$ cat config.mk
export PLATFORM = sky130hd
export DESIGN_NAME = id_ex_pipe_flat
export DESIGN_NICKNAME = d
export VERILOG_FILES = /design/src/rtl/id_ex_if.sv /design/src/rtl/id_ex_pipe.sv /design/src/flat_wrapper.sv
export SDC_FILE = /design/constraint.sdc
export NUM_CORES = 1
export LEC_CHECK = 0
export BUFFER_PORTS_ARGS = -buffer_cell sky130_fd_sc_hd__buf_2
export CAP_MARGIN = 20
export CORE_MARGIN = 5
export CORE_UTILIZATION = 47
export DETAILED_ROUTE_END_ITERATION = 8
export HOLD_SLACK_MARGIN = 0.08
export PLACE_DENSITY_LB_ADDON = 0.25
export SYNTH_ARGS = -nofsm -noshare
export SYNTH_HDL_FRONTEND = slang
export SYNTH_SLANG_ARGS = --single-unit
$ cat constraint.sdc
create_clock -name clk -period 2.9 [get_ports clk]
set_input_delay 0.58 -clock clk [delete_from_list [all_inputs] [get_ports clk]]
set_output_delay 0.58 -clock clk [all_outputs]
set_load 0.01 [all_outputs]
$ cat src/rtl/id_ex_if.sv
// Decode-to-execute bundle: the upstream side drives stall/flush and the id_* fields,
// and the pipe register drives the ex_* fields, the delay-slot feedback and the counters.
interface id_ex_if #(
    parameter int DATA_W    = 16,
    parameter int ALUOP_W   = 8,
    parameter int ALUSEL_W  = 3,
    parameter int REGADDR_W = 4,
    parameter int STALL_W   = 6,
    parameter int CNT_W     = 16
);
    logic [STALL_W-1:0]   stall;
    logic                 flush;
    logic                 id_valid;
    logic [ALUOP_W-1:0]   id_aluop;
    logic [ALUSEL_W-1:0]  id_alusel;
    logic [DATA_W-1:0]    id_reg1;
    logic [DATA_W-1:0]    id_reg2;
    logic [REGADDR_W-1:0] id_wd;
    logic                 id_wreg;
    logic                 id_flag_upd;
    logic                 id_is_in_delayslot;
    logic [DATA_W-1:0]    id_link_address;
    logic                 next_inst_in_delayslot_i;

    logic                 ex_valid;
    logic [ALUOP_W-1:0]   ex_aluop;
    logic [ALUSEL_W-1:0]  ex_alusel;
    logic [DATA_W-1:0]    ex_reg1;
    logic [DATA_W-1:0]    ex_reg2;
    logic [REGADDR_W-1:0] ex_wd;
    logic                 ex_wreg;
    logic                 ex_flag_upd;
    logic                 ex_is_in_delayslot;
    logic [DATA_W-1:0]    ex_link_address;
    logic                 is_in_delayslot_o;
    logic [CNT_W-1:0]     bubble_cnt;
    logic [CNT_W-1:0]     hold_cnt;

    modport master (
        output stall, flush, id_valid, id_aluop, id_alusel, id_reg1, id_reg2, id_wd,
               id_wreg, id_flag_upd, id_is_in_delayslot, id_link_address,
               next_inst_in_delayslot_i,
        input  ex_valid, ex_aluop, ex_alusel, ex_reg1, ex_reg2, ex_wd, ex_wreg,
               ex_flag_upd, ex_is_in_delayslot, ex_link_address, is_in_delayslot_o,
               bubble_cnt, hold_cnt
    );

    modport slave (
        input  stall, flush, id_valid, id_aluop, id_alusel, id_reg1, id_reg2, id_wd,
               id_wreg, id_flag_upd, id_is_in_delayslot, id_link_address,
               next_inst_in_delayslot_i,
        output ex_valid, ex_aluop, ex_alusel, ex_reg1, ex_reg2, ex_wd, ex_wreg,
               ex_flag_upd, ex_is_in_delayslot, ex_link_address, is_in_delayslot_o,
               bubble_cnt, hold_cnt
    );
endinterface

$ cat src/rtl/id_ex_pipe.sv
// ID/EX pipeline register with valid bit, flush, clean bubble insertion and
// saturating bubble/hold event counters. Priority per edge: reset, flush, hold, bubble, advance.
module id_ex_pipe #(
    parameter int DATA_W     = 16,
    parameter int ALUOP_W    = 8,
    parameter int ALUSEL_W   = 3,
    parameter int REGADDR_W  = 4,
    parameter int STALL_W    = 6,
    parameter int STAGE      = 2,
    parameter int CNT_W      = 16,
    parameter int CLEAR_DATA = 1
) (
    input logic   clk,
    input logic   rst,
    id_ex_if.slave bus
);
    logic                 valid_q, valid_d;
    logic [ALUOP_W-1:0]   aluop_q, aluop_d;
    logic [ALUSEL_W-1:0]  alusel_q, alusel_d;
    logic [DATA_W-1:0]    reg1_q, reg1_d;
    logic [DATA_W-1:0]    reg2_q, reg2_d;
    logic [REGADDR_W-1:0] wd_q, wd_d;
    logic                 wreg_q, wreg_d;
    logic                 flag_q, flag_d;
    logic                 ds_q, ds_d;
    logic [DATA_W-1:0]    link_q, link_d;
    logic                 next_ds_q, next_ds_d;
    logic [CNT_W-1:0]     bub_q, bub_d;
    logic [CNT_W-1:0]     hold_q, hold_d;

    logic up, dn, kill, advance, stall_unused;

    function automatic logic [CNT_W-1:0] sat_inc(input logic [CNT_W-1:0] c);
        return (&c) ? c : c + CNT_W'(1);
    endfunction

    assign up           = bus.stall[STAGE];
    assign dn           = bus.stall[STAGE+1];
    assign stall_unused = ^bus.stall;
    // A downstream stall dominates, so the illegal up=0/dn=1 pattern holds EX.
    assign kill    = bus.flush || (up && !dn);
    assign advance = !bus.flush && !up && !dn;

    always_comb begin
        valid_d   = valid_q;
        aluop_d   = aluop_q;
        alusel_d  = alusel_q;
        reg1_d    = reg1_q;
        reg2_d    = reg2_q;
        wd_d      = wd_q;
        wreg_d    = wreg_q;
        flag_d    = flag_q;
        ds_d      = ds_q;
        link_d    = link_q;
        next_ds_d = next_ds_q;
        bub_d     = bub_q;
        hold_d    = hold_q;
        if (kill) begin
            valid_d  = 1'b0;
            aluop_d  = '0;
            alusel_d = '0;
            wd_d     = '0;
            wreg_d   = 1'b0;
            flag_d   = 1'b0;
            ds_d     = 1'b0;
            if (CLEAR_DATA != 0) begin
                reg1_d = '0;
                reg2_d = '0;
                link_d = '0;
            end
            // A bubble leaves the instruction waiting in ID, so its delay-slot flag stays.
            if (bus.flush) next_ds_d = 1'b0;
            else           bub_d     = sat_inc(bub_q);
        end else if (advance) begin
            valid_d   = bus.id_valid;
            aluop_d   = bus.id_aluop;
            alusel_d  = bus.id_alusel;
            reg1_d    = bus.id_reg1;
            reg2_d    = bus.id_reg2;
            wd_d      = bus.id_wd;
            wreg_d    = bus.id_wreg;
            flag_d    = bus.id_flag_upd;
            ds_d      = bus.id_is_in_delayslot;
            link_d    = bus.id_link_address;
            next_ds_d = bus.next_inst_in_delayslot_i;
        end else begin
            hold_d = sat_inc(hold_q);
        end
    end

    always_ff @(posedge clk) begin
        if (rst) begin
            valid_q   <= 1'b0;
            aluop_q   <= '0;
            alusel_q  <= '0;
            reg1_q    <= '0;
            reg2_q    <= '0;
            wd_q      <= '0;
            wreg_q    <= 1'b0;
            flag_q    <= 1'b0;
            ds_q      <= 1'b0;
            link_q    <= '0;
            next_ds_q <= 1'b0;
            bub_q     <= '0;
            hold_q    <= '0;
        end else begin
            valid_q   <= valid_d;
            aluop_q   <= aluop_d;
            alusel_q  <= alusel_d;
            reg1_q    <= reg1_d;
            reg2_q    <= reg2_d;
            wd_q      <= wd_d;
            wreg_q    <= wreg_d;
            flag_q    <= flag_d;
            ds_q      <= ds_d;
            link_q    <= link_d;
            next_ds_q <= next_ds_d;
            bub_q     <= bub_d;
            hold_q    <= hold_d;
        end
    end

    assign bus.ex_valid           = valid_q;
    assign bus.ex_aluop           = aluop_q;
    assign bus.ex_alusel          = alusel_q;
    assign bus.ex_reg1            = reg1_q;
    assign bus.ex_reg2            = reg2_q;
    assign bus.ex_wd              = wd_q;
    assign bus.ex_wreg            = wreg_q;
    assign bus.ex_flag_upd        = flag_q;
    assign bus.ex_is_in_delayslot = ds_q;
    assign bus.ex_link_address    = link_q;
    assign bus.is_in_delayslot_o  = next_ds_q;
    assign bus.bubble_cnt         = bub_q;
    assign bus.hold_cnt           = hold_q;
endmodule

$ cat src/flat_wrapper.sv
// flat-port wrapper written by rule: the top's interface ports become plain ports
module id_ex_pipe_flat 
#(
    parameter int DATA_W     = 16,
    parameter int ALUOP_W    = 8,
    parameter int ALUSEL_W   = 3,
    parameter int REGADDR_W  = 4,
    parameter int STALL_W    = 6,
    parameter int STAGE      = 2,
    parameter int CNT_W      = 16,
    parameter int CLEAR_DATA = 1
)
  (clk, rst, bus_stall, bus_flush, bus_id_valid, bus_id_aluop, bus_id_alusel, bus_id_reg1, bus_id_reg2, bus_id_wd, bus_id_wreg, bus_id_flag_upd, bus_id_is_in_delayslot, bus_id_link_address, bus_next_inst_in_delayslot_i, bus_ex_valid, bus_ex_aluop, bus_ex_alusel, bus_ex_reg1, bus_ex_reg2, bus_ex_wd, bus_ex_wreg, bus_ex_flag_upd, bus_ex_is_in_delayslot, bus_ex_link_address, bus_is_in_delayslot_o, bus_bubble_cnt, bus_hold_cnt);
  id_ex_if #(.DATA_W(DATA_W), .ALUOP_W(ALUOP_W), .ALUSEL_W(ALUSEL_W), .REGADDR_W(REGADDR_W), .STALL_W(STALL_W), .CNT_W(CNT_W)) bus_i ();
  input logic clk;
  input logic rst;
  input wire logic [$bits(bus_i.stall)-1:0] bus_stall;
  input wire logic [$bits(bus_i.flush)-1:0] bus_flush;
  input wire logic [$bits(bus_i.id_valid)-1:0] bus_id_valid;
  input wire logic [$bits(bus_i.id_aluop)-1:0] bus_id_aluop;
  input wire logic [$bits(bus_i.id_alusel)-1:0] bus_id_alusel;
  input wire logic [$bits(bus_i.id_reg1)-1:0] bus_id_reg1;
  input wire logic [$bits(bus_i.id_reg2)-1:0] bus_id_reg2;
  input wire logic [$bits(bus_i.id_wd)-1:0] bus_id_wd;
  input wire logic [$bits(bus_i.id_wreg)-1:0] bus_id_wreg;
  input wire logic [$bits(bus_i.id_flag_upd)-1:0] bus_id_flag_upd;
  input wire logic [$bits(bus_i.id_is_in_delayslot)-1:0] bus_id_is_in_delayslot;
  input wire logic [$bits(bus_i.id_link_address)-1:0] bus_id_link_address;
  input wire logic [$bits(bus_i.next_inst_in_delayslot_i)-1:0] bus_next_inst_in_delayslot_i;
  output wire logic [$bits(bus_i.ex_valid)-1:0] bus_ex_valid;
  output wire logic [$bits(bus_i.ex_aluop)-1:0] bus_ex_aluop;
  output wire logic [$bits(bus_i.ex_alusel)-1:0] bus_ex_alusel;
  output wire logic [$bits(bus_i.ex_reg1)-1:0] bus_ex_reg1;
  output wire logic [$bits(bus_i.ex_reg2)-1:0] bus_ex_reg2;
  output wire logic [$bits(bus_i.ex_wd)-1:0] bus_ex_wd;
  output wire logic [$bits(bus_i.ex_wreg)-1:0] bus_ex_wreg;
  output wire logic [$bits(bus_i.ex_flag_upd)-1:0] bus_ex_flag_upd;
  output wire logic [$bits(bus_i.ex_is_in_delayslot)-1:0] bus_ex_is_in_delayslot;
  output wire logic [$bits(bus_i.ex_link_address)-1:0] bus_ex_link_address;
  output wire logic [$bits(bus_i.is_in_delayslot_o)-1:0] bus_is_in_delayslot_o;
  output wire logic [$bits(bus_i.bubble_cnt)-1:0] bus_bubble_cnt;
  output wire logic [$bits(bus_i.hold_cnt)-1:0] bus_hold_cnt;
  assign bus_i.stall = bus_stall;
  assign bus_i.flush = bus_flush;
  assign bus_i.id_valid = bus_id_valid;
  assign bus_i.id_aluop = bus_id_aluop;
  assign bus_i.id_alusel = bus_id_alusel;
  assign bus_i.id_reg1 = bus_id_reg1;
  assign bus_i.id_reg2 = bus_id_reg2;
  assign bus_i.id_wd = bus_id_wd;
  assign bus_i.id_wreg = bus_id_wreg;
  assign bus_i.id_flag_upd = bus_id_flag_upd;
  assign bus_i.id_is_in_delayslot = bus_id_is_in_delayslot;
  assign bus_i.id_link_address = bus_id_link_address;
  assign bus_i.next_inst_in_delayslot_i = bus_next_inst_in_delayslot_i;
  assign bus_ex_valid = bus_i.ex_valid;
  assign bus_ex_aluop = bus_i.ex_aluop;
  assign bus_ex_alusel = bus_i.ex_alusel;
  assign bus_ex_reg1 = bus_i.ex_reg1;
  assign bus_ex_reg2 = bus_i.ex_reg2;
  assign bus_ex_wd = bus_i.ex_wd;
  assign bus_ex_wreg = bus_i.ex_wreg;
  assign bus_ex_flag_upd = bus_i.ex_flag_upd;
  assign bus_ex_is_in_delayslot = bus_i.ex_is_in_delayslot;
  assign bus_ex_link_address = bus_i.ex_link_address;
  assign bus_is_in_delayslot_o = bus_i.is_in_delayslot_o;
  assign bus_bubble_cnt = bus_i.bubble_cnt;
  assign bus_hold_cnt = bus_i.hold_cnt;
  id_ex_pipe #(.DATA_W(DATA_W), .ALUOP_W(ALUOP_W), .ALUSEL_W(ALUSEL_W), .REGADDR_W(REGADDR_W), .STALL_W(STALL_W), .STAGE(STAGE), .CNT_W(CNT_W), .CLEAR_DATA(CLEAR_DATA)) u_core (.clk(clk), .rst(rst), .bus(bus_i));
endmodule
==> reports/summary.txt, run 1 <==
share of power burned in registers -> 57.8%
Final min period -> 2.22 ns
CP arrival -> 2.47 ns
design area -> 5090 um^2
Die Wd -> 102 um
Synth top cells by count -> 146 x nand2_1, 100 x dfxtp_1, 94 x a21oi_1
Hold Crit Class -> in -> reg
setup bufs post-CTS -> 0
core area -> 8180 um^2
CTS tree -> yes
total CTS buffers -> 9
Max Transition Viols Final -> 0
Leakage -> 0.00212 uW
R2R depth -> 5
Synth top area share -> 50.8%
clk sink count -> 100
DP Cell Count -> 749
RSZ-0062 raised after global routing -> false
Skew-Pair Late Insertion Delay -> 0.35 ns
Slowest-stage cell, CP -> or4_1
Nets -> 734
top_reg_cell synth -> dfxtp_1
Ys Warns -> 0
chip height -> 102 um
Initial Utilization -> 48.2%
critical path launch point type -> input port
post-placement cell area -> 4900 um^2
VDD IR max -> 0.000300 V
synth unique cells -> 37
Routed wire per std cell -> 13.6 um
H-tree levels -> 3
hold_buf cts -> 0
grt ovf -> 0
layout cells sized above 1 -> 31.1%
vias in the first global route -> 3727
# IOs -> 177
initial antenna violation count -> 0
drt drc -> 0
f_max -> 450 MHz
global-route wire length before repair -> 16.6 mm
initial DRC count -> 110
area grow syn2layout -> 29.1%
Post-synth EDFFs -> 0
ant diodes -> 0
final hold slack -> 0.447 ns
RD Place Congestion -> 0.768
Largest stage delay, worst path -> 0.64 ns
number of max-cap violations -> 0
Clk pwr share -> 36.0%
drt first pass iters -> 4
R2R Setup Slk -> 0.89 ns
Crit. End Element -> flip-flop
Fillers -> 777
Power Dens Cells -> 473 nW/um^2
Clock transition at path regs -> 0.10 ns
switching share of power -> 23.4%
HPWL Detailed -> 7.42 mm
Die Area -> 10300 um^2
CP Cell Sequence -> buf_2 > or3b_1 > or4_1 > nor4b_1 > mux2_2
num rows -> 33
power share of the combinational group -> 6.2%
final hold vios -> 0
aggregate routed wire length -> 10.4 mm
vias per inst -> 5.16
biggest area consumer among synthesized cells -> dfxtp_1
Seq/Total Area, Yosys -> 50.8%
asr flop ratio synth -> 0%
P_sw -> 564 uW
hold path depth -> 3
pre-CTS WS -> 0.275 ns
post-route insts no fill -> 764
internal power -> 1840 uW
largest net degree at the start of global routing -> 69
HP Start -> bus_id_link_address[2]
FF/Latch Area -> 2000 um^2
Net Count, Synth -> 574
largest cells by area after synthesis -> dfxtp_1 51%, nand2_1 14%, a21oi_1 12%, or3_1 2.9%, clkbuf_1 2.8%
Data required, critical path -> 3.15 ns
Post-Syn Area per Cell -> 7.96 um^2
Layout Skew -> 0.0102 ns
Hold EP -> u_core.bus.ex_link_address[2]$_SDFFE_PP0P_
r2r startpoint -> u_core.bus.bubble_cnt[0]$_SDFFE_PP0P_
most common cell in the synthesized netlist -> nand2_1
via count -> 3941
Yosys reg bits -> 100
setup TNS -> 0 ns
Final setup viols -> 0
input/output buffers -> 172
post-route ant nets -> 0
Synth Instances -> 495
status -> completed
R2R Path End -> u_core.bus.bubble_cnt[10]$_SDFFE_PP0P_
Slew HR -> 54.2%
Worst-Margin Slew -> 0.687 ns
Tcrit/Tclk final -> 76.6%
Overall Global Routing Usage -> 19.8%
final worst setup slack -> 0.679 ns
Critical Path Fanout Max -> 8
Max clock buf depth -> 2
Netlist Area Pre-Place -> 3940 um^2
crit path kind -> in -> reg
clock root buffer -> clkbuf_8
area occupied by multi-input gates -> 1830 um^2
Resized Gates After CTS -> 0
cell families after synthesis:
family,Yosys count,synth area share (%)
DFF,100,50.8
AOI/OAI and AO/OA,125,17.0
muxes,4,1.11
adders and majority gates,2,0.635
buffers and inverters,35,3.36
and+or+nand+nor,229,27.1
cells in the final DEF, fill, tap and decap left out, types with 3 or more instances in the layout:
| master | Yosys | routed |
|---|---|---|
| nor2_1 | 9 | 9 |
| mux2_2 | 3 | 3 |
| buf_4 | 0 | 8 |
| o21ai_0 | 13 | 13 |
| nand4_1 | 8 | 8 |
| inv_1 | 4 | 4 |
| buf_2 | 1 | 172 |
| or3_1 | 18 | 17 |
| a21oi_1 | 94 | 94 |
| nand2_1 | 146 | 146 |
| and3_1 | 5 | 5 |
| or4_1 | 9 | 9 |
| nor3_1 | 5 | 4 |
| nand3_1 | 7 | 7 |
| clkbuf_8 | 0 | 9 |
| nor2b_1 | 3 | 3 |
| nand2b_1 | 3 | 3 |
| o31ai_1 | 11 | 11 |
| dfxtp_1 | 100 | 100 |
worst max-delay path by stage:
stage | startpoint | end | slack (ns) | cells past startpoint
floorplan | bus_flush | u_core.bus.bubble_cnt[15]$_SDFFE_PP0P_ | 0.53 | 5
global placement | bus_flush | u_core.bus.bubble_cnt[15]$_SDFFE_PP0P_ | 0.32 | 5
detailed placement | bus_flush | u_core.bus.bubble_cnt[15]$_SDFFE_PP0P_ | 0.27 | 5
CTS | bus_flush | u_core.bus.bubble_cnt[15]$_SDFFE_PP0P_ | 0.69 | 5
global route | bus_flush | u_core.bus.bubble_cnt[15]$_SDFFE_PP0P_ | 0.60 | 5
finish | bus_flush | u_core.bus.bubble_cnt[15]$_SDFFE_PP0P_ | 0.68 | 5
power by group through the flow:
| stage | clock network, uW | registers (uW) | logic (uW) |
|---|---|---|---|
| after global placement | 0 | 1420 | 149 |
| after CTS | 893 | 1390 | 151 |
| after detailed placement | 0 | 1420 | 151 |
| final | 867 | 1390 | 149 |
| after floorplan | 0 | 1430 | 66.0 |
| after global routing | 954 | 1390 | 168 |
state kept, by name, summed over array words and instances (netlist names), 3 cells and up:
signal and cells:
u_core.bus.bubble_cnt 16, u_core.bus.ex_link_address 16, u_core.bus.ex_reg1 16, u_core.bus.ex_reg2 16, u_core.bus.hold_cnt 16, u_core.bus.ex_aluop 8
u_core.bus.ex_wd 4, u_core.bus.ex_alusel 3
critical path, delay by kind of cell:
kind	cells	cell delay (ns)
and+or+nand+nor	3	1.38
muxes	1	0.37
buffers and inverters	1	0.14
cell type report:
class                      count  share of cell area (%)
inverter                       4                   0.295
tap                          105                    2.58
sequential                   100                    39.3
clock buffer                   9                    2.43
timing repair buffer         180                    18.1
clock inverter                 6                    1.28
multi-input combinational    360                    36.0
metrics by stage:
| stage | utilization, % | total power [uW] |
|---|---|---|
| 2_1_floorplan | - | 1500 |
| 3_3_place_gp | 59.9 | 1570 |
| 3_5_place_dp | 59.9 | 1570 |
| 4_1_cts | 62.3 | 2440 |
| 5_1_grt | 62.3 | 2520 |
| 6_report | 62.3 | 2410 |
layer usage:
| layer | part of all wire, % | track usage, % | vias up |
|---|---|---|---|
| li1 | - | - | 2020 |
| met1 | 40 | 22.3 | 1796 |
| met2 | 48 | 34.0 | 113 |
| met3 | 9.8 | 7.78 | 12 |
| met4 | 1.4 | 6.85 | 0 |
| met5 | 0 | 0 | - |
No activity file was read; power rests on OpenSTA's default activity.
==> inputs of run 2 (changes only) <==
--- a/config.mk
+++ b/config.mk
@@ -5,10 +5,11 @@
 export SDC_FILE = /design/constraint.sdc
 export NUM_CORES = 1
 export LEC_CHECK = 0
+export ABC_AREA = 1
 export BUFFER_PORTS_ARGS = -buffer_cell sky130_fd_sc_hd__buf_2
 export CAP_MARGIN = 20
 export CORE_MARGIN = 5
-export CORE_UTILIZATION = 47
+export CORE_UTILIZATION = 48
 export DETAILED_ROUTE_END_ITERATION = 8
 export HOLD_SLACK_MARGIN = 0.08
 export PLACE_DENSITY_LB_ADDON = 0.25
==> constraint.sdc (replaced) <==
create_clock -name clk -period 2.32 [get_ports clk]
set_input_delay 0.464 -clock clk [delete_from_list [all_inputs] [get_ports clk]]
set_output_delay 0.464 -clock clk [all_outputs]
set_load 0.01 [all_outputs]
==> reports/summary.txt, run 2 <==
status -> completed
RD Place Congestion -> 0.826 (+7.5%)
VDD IR max -> 0.000320 V (+6.7%)
setup bufs post-CTS -> 0 (unchanged)
num rows -> 34 (+3.0%)
CP startpoint -> u_core.bus.hold_cnt[0]$_SDFFE_PP0P_
# IOs -> 177 (unchanged)
r2r startpoint -> u_core.bus.hold_cnt[0]$_SDFFE_PP0P_
vias in the first global route -> 4022 (+7.9%)
drt first pass iters -> 4 (unchanged)
most common cell in the synthesized netlist -> nand2_1
RSZ-0062 raised after global routing -> false
CTS tree -> yes
initial antenna violation count -> 0 (unchanged)
aggregate routed wire length -> 11.3 mm (+8.3%)
Fillers -> 816 (+5.0%)
Post-Syn Area per Cell -> 6.93 um^2 (-13%)
HPWL Detailed -> 8.16 mm (+10%)
most frequent cells in the layout -> 226 x nand2_1, 172 x buf_2, 100 x dfxtp_1
Ys Warns -> 0 (unchanged)
Synth top cells by count -> 227 x nand2_1, 100 x dfxtp_1, 80 x nor2_1
global route hottest layer -> met2
Post-synth EDFFs -> 0 (unchanged)
drt drc -> 0 (unchanged)
area grow syn2layout -> 26.0%
Tcrit/Tclk final -> 68.4%
Nets -> 861 (+17%)
Die Area -> 11000 um^2 (+6.2%)
Max clock buf depth -> 2 (unchanged)
met3 Use GR -> 6.78% (-1.0 points)
Power Dens Cells -> 565 nW/um^2 (+19%)
clk sink count -> 100 (unchanged)
Overall Global Routing Usage -> 19.6% (-0.17 points)
Net Count, Synth -> 700 (+22%)
Worst-Margin Slew -> 0.797 ns (+0.110 ns)
Slew HR -> 46.9% (-7.3 points)
DP Cell Count -> 879 (+17%)
met1 Use GR -> 23.9% (+1.5 points)
Routed wire per std cell -> 12.6 um (-7.6%)
Seq/Total Area, Yosys -> 46.5% (-4.3 points)
Max Transition Viols Final -> 0 (unchanged)
M2 GR Usage -> 33.0% (-1.0 points)
total CTS buffers -> 9 (unchanged)
Skew-Pair Late Insertion Delay -> 0.36 ns (about the same)
post-route insts no fill -> 895 (+17%)
Resized Gates After CTS -> 0 (unchanged)
H-tree levels -> 3 (unchanged)
clock root buffer -> clkbuf_8
Synth Instances -> 621 (+25%)
grt ovf -> 0 (unchanged)
setup TNS -> 0 ns (unchanged)
asr flop ratio synth -> 0% (unchanged)
vias per inst -> 4.89 (-5.2%)
core area -> 8720 um^2 (+6.7%)
Synth top area share -> 46.5% (-4.3 points)
critical path launch point type -> flip-flop
largest net degree at the start of global routing -> 69 (unchanged)
chip height -> 105 um (+3.1%)
f_max -> 630 MHz
Netlist Area Pre-Place -> 4300 um^2 (+9.2%)
Data required, critical path -> 2.57 ns (-0.58 ns)
input/output buffers -> 172 (unchanged)
hold path depth -> 2 (-1)
post-route ant nets -> 0 (unchanged)
Initial Utilization -> 49.4% (+1.1 points)
Leakage -> 0.00245 uW (+16%)
initial DRC count -> 164 (+49%)
R2R Path End -> u_core.bus.hold_cnt[7]$_SDFFE_PP0P_
Clock transition at path regs -> 0.11 ns (about the same)
ant diodes -> 0 (unchanged)
Yosys reg bits -> 100 (unchanged)
hold_buf cts -> 0 (unchanged)
FF/Latch Area -> 2000 um^2 (unchanged)
synth unique cells -> 25 (-32%)
top_reg_cell synth -> dfxtp_1
Crit. End Element -> flip-flop
Final min period -> 1.59 ns
Hold Crit Class -> in -> reg
area occupied by multi-input gates -> 2010 um^2 (+9.5%)
Die Wd -> 105 um (+3.1%)
R2R Setup Slk -> 0.73 ns (-0.16 ns)
via count -> 4376 (+11%)
Final setup viols -> 0 (unchanged)
global-route wire length before repair -> 18.4 mm (+11%)
final hold vios -> 0 (unchanged)
biggest area consumer among synthesized cells -> dfxtp_1
R2R depth -> 8 (+3)
Critical Path Fanout Max -> 14 (+6)
Worst Setup EP -> u_core.bus.hold_cnt[7]$_SDFFE_PP0P_
Post-Route Utilization -> 62.2% (-0.078 points)
Layout Skew -> 0.0150 ns (+0.00477 ns)
most common cell after layout, fill and taps aside -> nand2_1
CP arrival -> 1.83 ns (-0.64 ns)
layout cells sized above 1 -> 28.7% (-2.4 points)
crit path kind -> reg -> reg
largest cells by area after synthesis -> dfxtp_1 47%, nand2_1 20%, a21oi_1 7.7%, nor2_1 7.0%, nand3_1 4.0%
number of max-cap violations -> 0 (unchanged)
[run 2: how the worst min path moves through the flow]
stage / startpoint / end
floorplan: u_core.bus.ex_alusel[1]$_SDFFE_PP0P_ / u_core.bus.ex_alusel[1]$_SDFFE_PP0P_
global placement: u_core.bus.ex_aluop[3]$_SDFFE_PP0P_ / u_core.bus.ex_aluop[3]$_SDFFE_PP0P_
detailed placement: u_core.bus.ex_reg1[4]$_SDFFE_PP0P_ / u_core.bus.ex_reg1[4]$_SDFFE_PP0P_
CTS: rst / u_core.bus.hold_cnt[12]$_SDFFE_PP0P_
global route: rst / u_core.bus.hold_cnt[12]$_SDFFE_PP0P_
finish: rst / u_core.bus.hold_cnt[12]$_SDFFE_PP0P_
[run 2: area by class of cell]
| class | instances | area share, % |
|---|---|---|
| sequential | 100 | 36.9 |
| clock inverter | 6 | 0.992 |
| inverter | 44 | 3.05 |
| tap | 108 | 2.49 |
| clock buffer | 10 | 2.54 |
| multi-input combinational | 450 | 37.0 |
| timing repair buffer | 177 | 17.0 |
[run 2: logic make-up after synthesis]
| group | Yosys count | share of synthesized area (%) |
|---|---|---|
| flip-flops | 100 | 46.5 |
| buffers and inverters | 71 | 6.95 |
| AND/OR/NAND/NOR | 360 | 34.1 |
| AO/OA/AOI/OAI | 88 | 11.9 |
| adder cells (fa/ha/maj) | 2 | 0.581 |
[run 2: worst max-delay path, stage by stage (launching register included)]
cell and delay (ns):
dfxtp_1 0.40, ha_1 0.19, inv_1 0.06, nor2_1 0.11
nand2_1 0.12, inv_2 0.09, nand3_2 0.23, a21oi_1 0.22
nor2_1 0.06
[run 2: metal layers]
metal,vias up,wire length [um],part of all wire (%)
met4,0,152,1.3
met3,15,904,8.0
met5,-,0,0
met2,124,5580,50
met1,1964,4620,41
li1,2273,-,-
[run 2: where the power goes]
| group | leakage (uW) | total (uW) | switching, uW | internal, uW |
|---|---|---|---|---|
| clock | 0.0000954 | 1080 | 640 | 439 |
| combinational | 0.00154 | 236 | 142 | 93.7 |
| sequential | 0.000807 | 1750 | 12.2 | 1730 |
| total | 0.00245 | 3060 | 795 | 2270 |
[run 2: stage by stage]
stage | hold slack, ns | cell area [um^2] | power (uW) | setup slack (ns)
after floorplan | 0.484 | 4300 | 1910 | 0.852
after global placement | 0.445 | 5230 | 2020 | 0.676
after detailed placement | 0.451 | 5230 | 2020 | 0.618
after CTS | 0.277 | 5420 | 3090 | 0.728
after global routing | 0.267 | 5420 | 3200 | 0.553
final | 0.299 | 5420 | 3060 | 0.734
